$ cat src/rtl/rv32_pkg.sv
// Shared RV32 constants used by the fetch front end and by decode.
package rv32_pkg;

   localparam int unsigned RV_XLEN          = 32;
   localparam logic [31:0] RV_RESET_PC      = 32'h0000_0000;
   localparam int unsigned INSN_BYTES       = 4;
   localparam int unsigned FETCH_FIFO_DEPTH = 2;
   // addi x0, x0, 0: injected by decode on bubbles
   localparam logic [31:0] INSN_NOP         = 32'h0000_0013;

endpackage

$ cat src/rtl/fetch_fifo.sv
// Synchronous FIFO with flush, occupancy count and same-cycle push/pop.
module fetch_fifo #(
   parameter int unsigned WIDTH = 64,
   parameter int unsigned DEPTH = 2
) (
   input  logic                   i_clk,
   input  logic                   i_rst,
   input  logic                   i_flush,
   input  logic                   i_push,
   input  logic [WIDTH-1:0]       i_wdata,
   input  logic                   i_pop,
   output logic [WIDTH-1:0]       o_rdata,
   output logic                   o_empty,
   output logic [$clog2(DEPTH):0] o_count
);

   localparam int unsigned PTR_W = $clog2(DEPTH);
   localparam int unsigned CNT_W = PTR_W + 1;

   if (DEPTH < 2 || (DEPTH & (DEPTH - 1)) != 0) begin : g_bad_depth
      $error("fetch_fifo: DEPTH must be a power of two >= 2");
   end

   logic [WIDTH-1:0] r_mem [DEPTH];
   logic [PTR_W-1:0] r_wr_ptr;
   logic [PTR_W-1:0] r_rd_ptr;
   logic [CNT_W-1:0] r_count;
   logic             w_push;
   logic             w_pop;

   // Flush wins over both push and pop
   assign w_push = i_push && !i_flush;
   assign w_pop  = i_pop && !i_flush && (r_count != '0);

   always_ff @(posedge i_clk or posedge i_rst) begin
      if (i_rst) begin
         r_wr_ptr <= '0;
         r_rd_ptr <= '0;
         r_count  <= '0;
      end else if (i_flush) begin
         r_wr_ptr <= '0;
         r_rd_ptr <= '0;
         r_count  <= '0;
      end else begin
         if (w_push) begin
            r_wr_ptr <= r_wr_ptr + PTR_W'(1);
         end
         if (w_pop) begin
            r_rd_ptr <= r_rd_ptr + PTR_W'(1);
         end
         case ({w_push, w_pop})
            2'b10:   r_count <= r_count + CNT_W'(1);
            2'b01:   r_count <= r_count - CNT_W'(1);
            default: r_count <= r_count;
         endcase
      end
   end

   always_ff @(posedge i_clk or posedge i_rst) begin
      if (i_rst) begin
         for (int i = 0; i < DEPTH; i++) begin
            r_mem[i] <= '0;
         end
      end else if (w_push) begin
         r_mem[r_wr_ptr] <= i_wdata;
      end
   end

   assign o_rdata = r_mem[r_rd_ptr];
   assign o_empty = (r_count == '0);
   assign o_count = r_count;

   a_no_overflow: assert property (@(posedge i_clk) disable iff (i_rst)
      !(w_push && !w_pop && (r_count == CNT_W'(DEPTH))));

endmodule

$ cat src/rtl/fetch_unit.sv
// Instruction fetch front end: issues word-aligned fetches to a 1-cycle synchronous
// instruction memory and queues the returned words with their PC for decode.
module fetch_unit
   import rv32_pkg::*;
#(
   parameter int unsigned     XLEN       = RV_XLEN,
   parameter logic [XLEN-1:0] RESET_PC   = XLEN'(RV_RESET_PC),
   parameter int unsigned     FIFO_DEPTH = FETCH_FIFO_DEPTH
) (
   input  logic            clk,
   input  logic            rst,
   output logic [XLEN-1:0] imem_addr,
   input  logic [XLEN-1:0] imem_rdata,
   input  logic            redirect_valid,
   input  logic [XLEN-1:0] redirect_pc,
   output logic            out_valid,
   input  logic            out_ready,
   output logic [XLEN-1:0] out_pc,
   output logic [XLEN-1:0] out_ins
);

   localparam int unsigned CNT_W = $clog2(FIFO_DEPTH) + 1;

   logic [XLEN-1:0]   r_fetch_pc;
   logic [XLEN-1:0]   r_inflight_pc;
   logic              r_inflight;

   logic [CNT_W-1:0]  w_count;
   logic [CNT_W:0]    w_used;
   logic              w_empty;
   logic              w_req_fire;
   logic              w_pop;
   logic [XLEN-1:0]   w_redirect_pc;
   logic [2*XLEN-1:0] w_head;
   logic [1:0]        w_unused_redirect_lsb;

   assign w_redirect_pc         = {redirect_pc[XLEN-1:2], 2'b00};
   assign w_unused_redirect_lsb = redirect_pc[1:0];

   assign out_valid = !w_empty && !redirect_valid;
   assign w_pop     = out_valid && out_ready;

   // A pop this cycle frees its slot before a word requested now can return,
   // which is what sustains one instruction per cycle with a 2-entry buffer.
   assign w_used     = (CNT_W+1)'(w_count) + (CNT_W+1)'(r_inflight) - (CNT_W+1)'(w_pop);
   assign w_req_fire = !redirect_valid && (w_used < (CNT_W+1)'(FIFO_DEPTH));

   always_ff @(posedge clk or posedge rst) begin
      if (rst) begin
         r_fetch_pc    <= RESET_PC;
         r_inflight    <= 1'b0;
         r_inflight_pc <= '0;
      end else if (redirect_valid) begin
         r_fetch_pc <= w_redirect_pc;
         r_inflight <= 1'b0;
      end else begin
         r_inflight <= w_req_fire;
         if (w_req_fire) begin
            r_inflight_pc <= r_fetch_pc;
            r_fetch_pc    <= r_fetch_pc + XLEN'(INSN_BYTES);
         end
      end
   end

   // The fetch PC register drives the memory address directly
   assign imem_addr = r_fetch_pc;

   fetch_fifo #(
      .WIDTH(2 * XLEN),
      .DEPTH(FIFO_DEPTH)
   ) u_fifo (
      .i_clk   (clk),
      .i_rst   (rst),
      .i_flush (redirect_valid),
      .i_push  (r_inflight),
      .i_wdata ({r_inflight_pc, imem_rdata}),
      .i_pop   (w_pop),
      .o_rdata (w_head),
      .o_empty (w_empty),
      .o_count (w_count)
   );

   assign out_pc  = w_head[2*XLEN-1:XLEN];
   assign out_ins = w_head[XLEN-1:0];

   a_addr_aligned: assert property (@(posedge clk) disable iff (rst)
      imem_addr[1:0] == 2'b00);

endmodule
$ cat config.mk
export PLATFORM = sky130hd
export DESIGN_NAME = fetch_unit
export DESIGN_NICKNAME = d
export VERILOG_FILES = /design/src/rtl/rv32_pkg.sv /design/src/rtl/fetch_fifo.sv /design/src/rtl/fetch_unit.sv
export SDC_FILE = /design/constraint.sdc
export NUM_CORES = 1
export LEC_CHECK = 0
export ABC_AREA = 1
export CAP_MARGIN = 20
export CORE_MARGIN = 4
export CORE_UTILIZATION = 48
export CTS_CLUSTER_SIZE = 12
export DETAILED_ROUTE_END_ITERATION = 12
export MAX_ROUTING_LAYER = met4
export PLACE_DENSITY = 0.77
export SYNTH_ARGS = -nofsm -noshare
export SYNTH_HDL_FRONTEND = slang
export SYNTH_SLANG_ARGS = --single-unit
$ cat constraint.sdc
create_clock -name clk -period 6.2 [get_ports clk]
set_input_delay 1.24 -clock clk [delete_from_list [all_inputs] [get_ports clk]]
set_output_delay 1.24 -clock clk [all_outputs]
set_load 0.005 [all_outputs]
; Yosys cells after proc, flatten, opt, wreduce, memory -nomap -nowiden
; Index checks and enable logic that the tools add are counted.
[classes]
n_lt_le_gt_ge = 4
reduce_logical = 16
muxes = 15
n_bitwise = 3
add_sub_neg = 7
eq_ne = 2
[ops]
columns = cell, count
row1 = two-way mux 64 bit, 4
row2 = bitwise mux 128 bit, 1
row3 = demux 64 bit (select 1 bit), 1
row4 = two-way mux 32 bit, 2
row5 = "adder 32 x 3 -> 32 bit, second input constant", 1
row6 = nonzero test 2 bit, 4
row7 = logical AND 1 bit, 7
row8 = two-way mux 1 bit, 5
row9 = "greater-or-equal comparator 2 bit, second input constant", 2
row10 = inverter 1 -> 2 bit, 2
row11 = case mux 2 bit (2 select lines), 1
row12 = adder 2 x 1 -> 3 bit, 1
row13 = "less-than comparator 3 x 2 -> 1 bit, second input constant", 1
row14 = nonzero test 3 bit, 1
row15 = subtractor 3 x 1 -> 3 bit, 1
row16 = "adder 1 bit, second input constant", 2
row17 = "adder 2 x 1 -> 2 bit, second input constant", 1
row18 = "equality test 2 x 1 -> 1 bit, second input constant", 1
row19 = "equality test 2 bit, second input constant", 1
row20 = zero test 1 bit, 2
row21 = zero test 2 bit, 1
row22 = "less-than comparator 2 x 1 -> 1 bit, second input constant", 1
row23 = two-way mux 2 bit, 1
row24 = AND reduction 2 bit, 1
row25 = 2 further kinds, 2
[word_totals]
ff_bits = 197
elab_cells = 55

; Depth between registers and ports, before layout
[logic_depth]
depth_word = 9
depth_mapped = 15

; Modules after synthesis
; Synthesis repeated with hierarchy kept, for this count alone.
[unflattened]
cells_unflattened = 1082
hier_area_um2 = 10047.1
[by_module_without_submodules]
columns = mod, cells_per_inst, area_each_um2, n_inst
row1 = fetch_fifo, 580, 6449.9, 1
row2 = fetch_unit, 502, 3597.2, 1

; Worst setup path before layout
; Ideal clock, no wire load.
[synth_path]
path_kind = input to register
startpoint = input redirect_valid
endpoint = register r_fetch_pc[22] (netlist: imem_addr[22])
arrival_time_ps = 3226
setup_time_ps = 127
cell_stages = 10
path_slack_ps = 2847
path_cell_list = buf_2 > nor3_1 > ha_1 > or2_2 > fa_1 > nand2_2 > buf_2 > nand3_1 > nand2_1 > nand3b_1
[synth_via]
elab_chain_len = 7
[synth_rtl]
columns = element, line_no
row1 = from (decl), fetch_unit.sv:14  ; input logic redirect_valid,
row2 = zero test 1 bit, "fetch_unit.sv:40, fetch_unit.sv:46"
row3 = logical AND 1 bit, fetch_unit.sv:40  ; assign out_valid = !w_empty && !redirect_valid;
row4 = logical AND 1 bit, fetch_unit.sv:41  ; assign w_pop = out_valid && out_ready;
row5 = subtractor 3 x 1 -> 3 bit, fetch_unit.sv:45  ; assign w_used = (CNT_W+1)'(w_count) + (CNT_W+1)'(r_inflight) - (CNT_W+1)'(w_pop);
row6 = less-than comparator 3 x 2 -> 1 bit, fetch_unit.sv:46  ; assign w_req_fire = !redirect_valid && (w_used < (CNT_W+1)'(FIFO_DEPTH));
row7 = logical AND 1 bit, fetch_unit.sv:46
row8 = nonzero test 2 bit (no source line), --
row9 = to (signal assigned), fetch_unit.sv:54  ; r_fetch_pc <= w_redirect_pc;
row10 = to (signal assigned), fetch_unit.sv:60  ; r_fetch_pc <= r_fetch_pc + XLEN'(INSN_BYTES);
row11 = to (decl), fetch_unit.sv:24  ; logic [XLEN-1:0] r_fetch_pc;
; Parallel ways exist; a longest one is shown, timed or not.
; A chain may end at the register's enable or synchronous reset.

; Final worst setup path
[layout_path]
startpoint = input redirect_valid
endpoint = register r_fetch_pc[17] (netlist: imem_addr[17])
; Same word-level chain as after synthesis.

==> flow_summary.ini <==
[outcome]
status = completed

[setup_path]
cpPeakStageDelay_ns = 0.51
crit_path_start_kind = input pin
critPathKind = input pin to flip-flop
crit_path_max_fanout = 61
crit_path_top_delay_cell = sky130_fd_sc_hd__fa_1
r2r_setup_slack_ns = 2.90
setup.worst_path.end_class = flip-flop
worst-endpoint-required_ns = 6.50
crit_arrival_ns = 4.58
cell_chain_critical_path = clkdlybuf4s50_1 > buf_4 > nor3_1 > ha_1 > or2_2 > fa_1 > nand3_4 > buf_4 > inv_2 > nand3_1 > nand3_1

[floorplanning]
io-pin-count = 165
floorplan.core_area_um2 = 18210
die_width_um = 145.1
placementRows = 49
die_h_um = 145.1
floorplan.initialDensity_pct = 49.54
dieArea_um2 = 21050

[clock_network]
tritoncts = done
cts.clk_slew.worst_paths_ns = 0.07
cts_setup_buffers = 0
cts.sinks = 189
clockRootBuffer = sky130_fd_sc_hd__clkbuf_16
ctsHoldBuffers = 0
number_of_buffers_created_by_cts = 17
maximum_level_of_the_cts_h_tree = 4
post_cts_resized = 0
clk_latency_ns = 0.42
clk_path_buf_depth = 2

[synthesis]
synth_largest_area_cell = sky130_fd_sc_hd__dfrtp_1
synth_seq_cells = 189
synthDominantCellAreaShare_pct = 52.43
yosysUniqueCellTypes = 32
cell_types_occupying_the_most_area_after_synthesis = sky130_fd_sc_hd__dfrtp_1 (52%), sky130_fd_sc_hd__nand2_1 (11%), sky130_fd_sc_hd__mux2_2 (7.7%)
synth.yosys.seq_area_share_pct = 52.43
yosysWarningCount = 0
post_synth_instance_area_um2 = 9021
netlist_instances = 1025
avgSynthCellArea_um2 = 8.801

[sta]
fin_setup_tns_ns = 0
min_period_over_period_pct = 69.06
post-route-min-period_ns = 4.282
final-hold-violation-count = 0
slew_at_the_pin_closest_to_its_max_slew_limit_ns = 0.8376
max_clock_freq_ghz = 0.2335
timing.clock.skew_ns = 0.01110
slew-limit-headroom_pct = 44.16
holdWs_ns = 0.4768
slew_viol_final = 0
setup_repair_after_global_routing_missed_its_margin = false
setup_viol_count_final = 0

[route]
first_pass_iters = 4
vias_per_cell = 5.099
detail_route.wl_per_cell_um = 14.84
drtAntennaViolNets = 0
drc = 0
via_count = 7139
detail_route.wirelength_um = 20780
drt_iter0_markers = 474

[place]
place_hpwl_um = 13790
placement.cell_area_um2 = 10640
dpl.cell_count = 1366
gp_congestion = 0.8119
io_buffer_count = 158

[pwr]
vdd_drop_max_v = 0.0002044
power.static_leakage_nw = 5.331
cellPowerDensity_nw_per_um2 = 495.4

[finish]
post_route_cells_drive_above_1_share_pct = 11.02
final_cell_area_um2 = 11310
postLayoutCoreUtil_pct = 62.11
layout.nets = 1229
final_cells = 1400
insertedDiodeCount = 0
final.fill_count = 1576
syn2layout_area_growth_pct = 25.37

[worst_hold_path]
holdCritPathClass = flip-flop to flip-flop

[run]
cap_viol_max_count = 0

[grt]
grt_first_pass_wirelength_um = 34760
grt_remaining_overflow = 0
largest_net_degree_at_the_start_of_global_routing = 156
grt_antenna_before_repair = 0
grt_use_total_pct = 20.46
number_of_global_route_vias_before_repair = 6888
cells in the final DEF (no fill, tap or decap), drive strengths merged, types with 2 or more instances in the layout:
cell	synthesis	final
nand2	268	268
dfrtp	189	189
clkdlybuf4s50	0	158
o21ai	154	154
inv	118	119
nand3	63	63
nor2	63	63
mux2	62	62
clkbuf	18	21
a21oi	17	17
nand3b	12	12
nand4	7	7
buf	35	6
clkinvlp	0	4
xnor2	4	4
conb	1	4
o211ai	3	3
xor2	3	3
clkinv	0	3
bufinv	0	3
o21bai	2	2
ha	2	2
flip-flops by register name, summed over array words and instances, names as in the netlist:
| signal | count |
|---|---|
| u_fifo.r_wr_ptr | 1 |
| u_fifo.o_count | 2 |
| u_fifo.r_rd_ptr | 1 |
| imem_addr | 30 |
| u_fifo.r_mem | 124 |
| r_inflight_pc | 30 |
| r_inflight | 1 |
critical path, delay by kind of cell:
family                   cells  cell delay, ns
buffers and inverters        4            1.53
AND/OR/NAND/NOR              5            1.01
adder cells (fa/ha/maj)      2            0.79
path summary, 6_finish.rpt:
| kind | from | to | cells past startpoint |
|---|---|---|---|
| max reg2reg | u_fifo.o_count[1]$_DFFE_PP0P_ | imem_addr[17]$_DFFE_PP0P_ | 10 |
| min reg2reg | u_fifo.r_mem[47]$_DFFE_PP0P_ | u_fifo.r_mem[47]$_DFFE_PP0P_ | 2 |
| max | redirect_valid | imem_addr[17]$_DFFE_PP0P_ | 11 |
| max in group asynchronous | rst | imem_addr[30]$_DFFE_PP0P_ | 3 |
| min in group asynchronous | rst | u_fifo.r_mem[20]$_DFFE_PP0P_ | 2 |
| min | u_fifo.r_mem[47]$_DFFE_PP0P_ | u_fifo.r_mem[47]$_DFFE_PP0P_ | 2 |
layout make-up:
cell class	instances	area, um2	area share (%)
sequential	189	4731	41.83
multi-input combinational	668	3547	31.36
timing repair buffer	164	1672	14.78
clock buffer	21	470.5	4.160
inverter	118	446.7	3.950
tap	229	286.5	2.533
clock inverter	11	156.4	1.383
routing by layer:
metal  up-vias  global-route usage (%)  part of all wire (%)
li1       3555                       -                     -
met1      3338                   29.49                    48
met2       215                   29.74                    45
met3        31                   3.742                   4.8
met4         0                   6.173                   2.1
met5         -                       -                     0
logic make-up after synthesis:
group / Yosys count / share of synthesized area (%)
buf+inv: 171 / 8.488
xor+xnor: 7 / 0.6796
other cells: 1 / 0.04157
flops: 189 / 52.43
fa+ha+maj: 3 / 0.4993
mux: 62 / 7.739
compound gates: 177 / 9.972
simple gates: 415 / 20.15
per-stage QoR:
| step | power [mW] | worst slack, ns |
|---|---|---|
| floorplan | 3.407 | 2.526 |
| global placement | 4.395 | 1.554 |
| detailed placement | 4.470 | 1.506 |
| CTS | 5.638 | 1.942 |
| global route | 6.012 | 1.754 |
| finish | 5.603 | 1.918 |
where the power goes:
group	leakage, nW	internal [mW]	switching [mW]	total, mW
combinational	2.66	1.18	1.09	2.27
sequential	2.37	1.79	0.407	2.20
clock	0.297	0.672	0.465	1.14
total	5.33	3.64	1.96	5.60
cells in the mapped netlist, drive strengths merged:
library cell    n
inv           118
dfrtp         189
a21oi          17
xnor2           4
or2             1
ha              2
conb            1
nand2         268
o21ai         154
xor2            3
nor3            1
nand4           7
nand3b         12
nor2           63
o211ai          3
a31oi           1
fa              1
clkbuf         18
mux2           62
buf            35
o21bai          2
nand3          63
(Power assumes the default switching activity.)
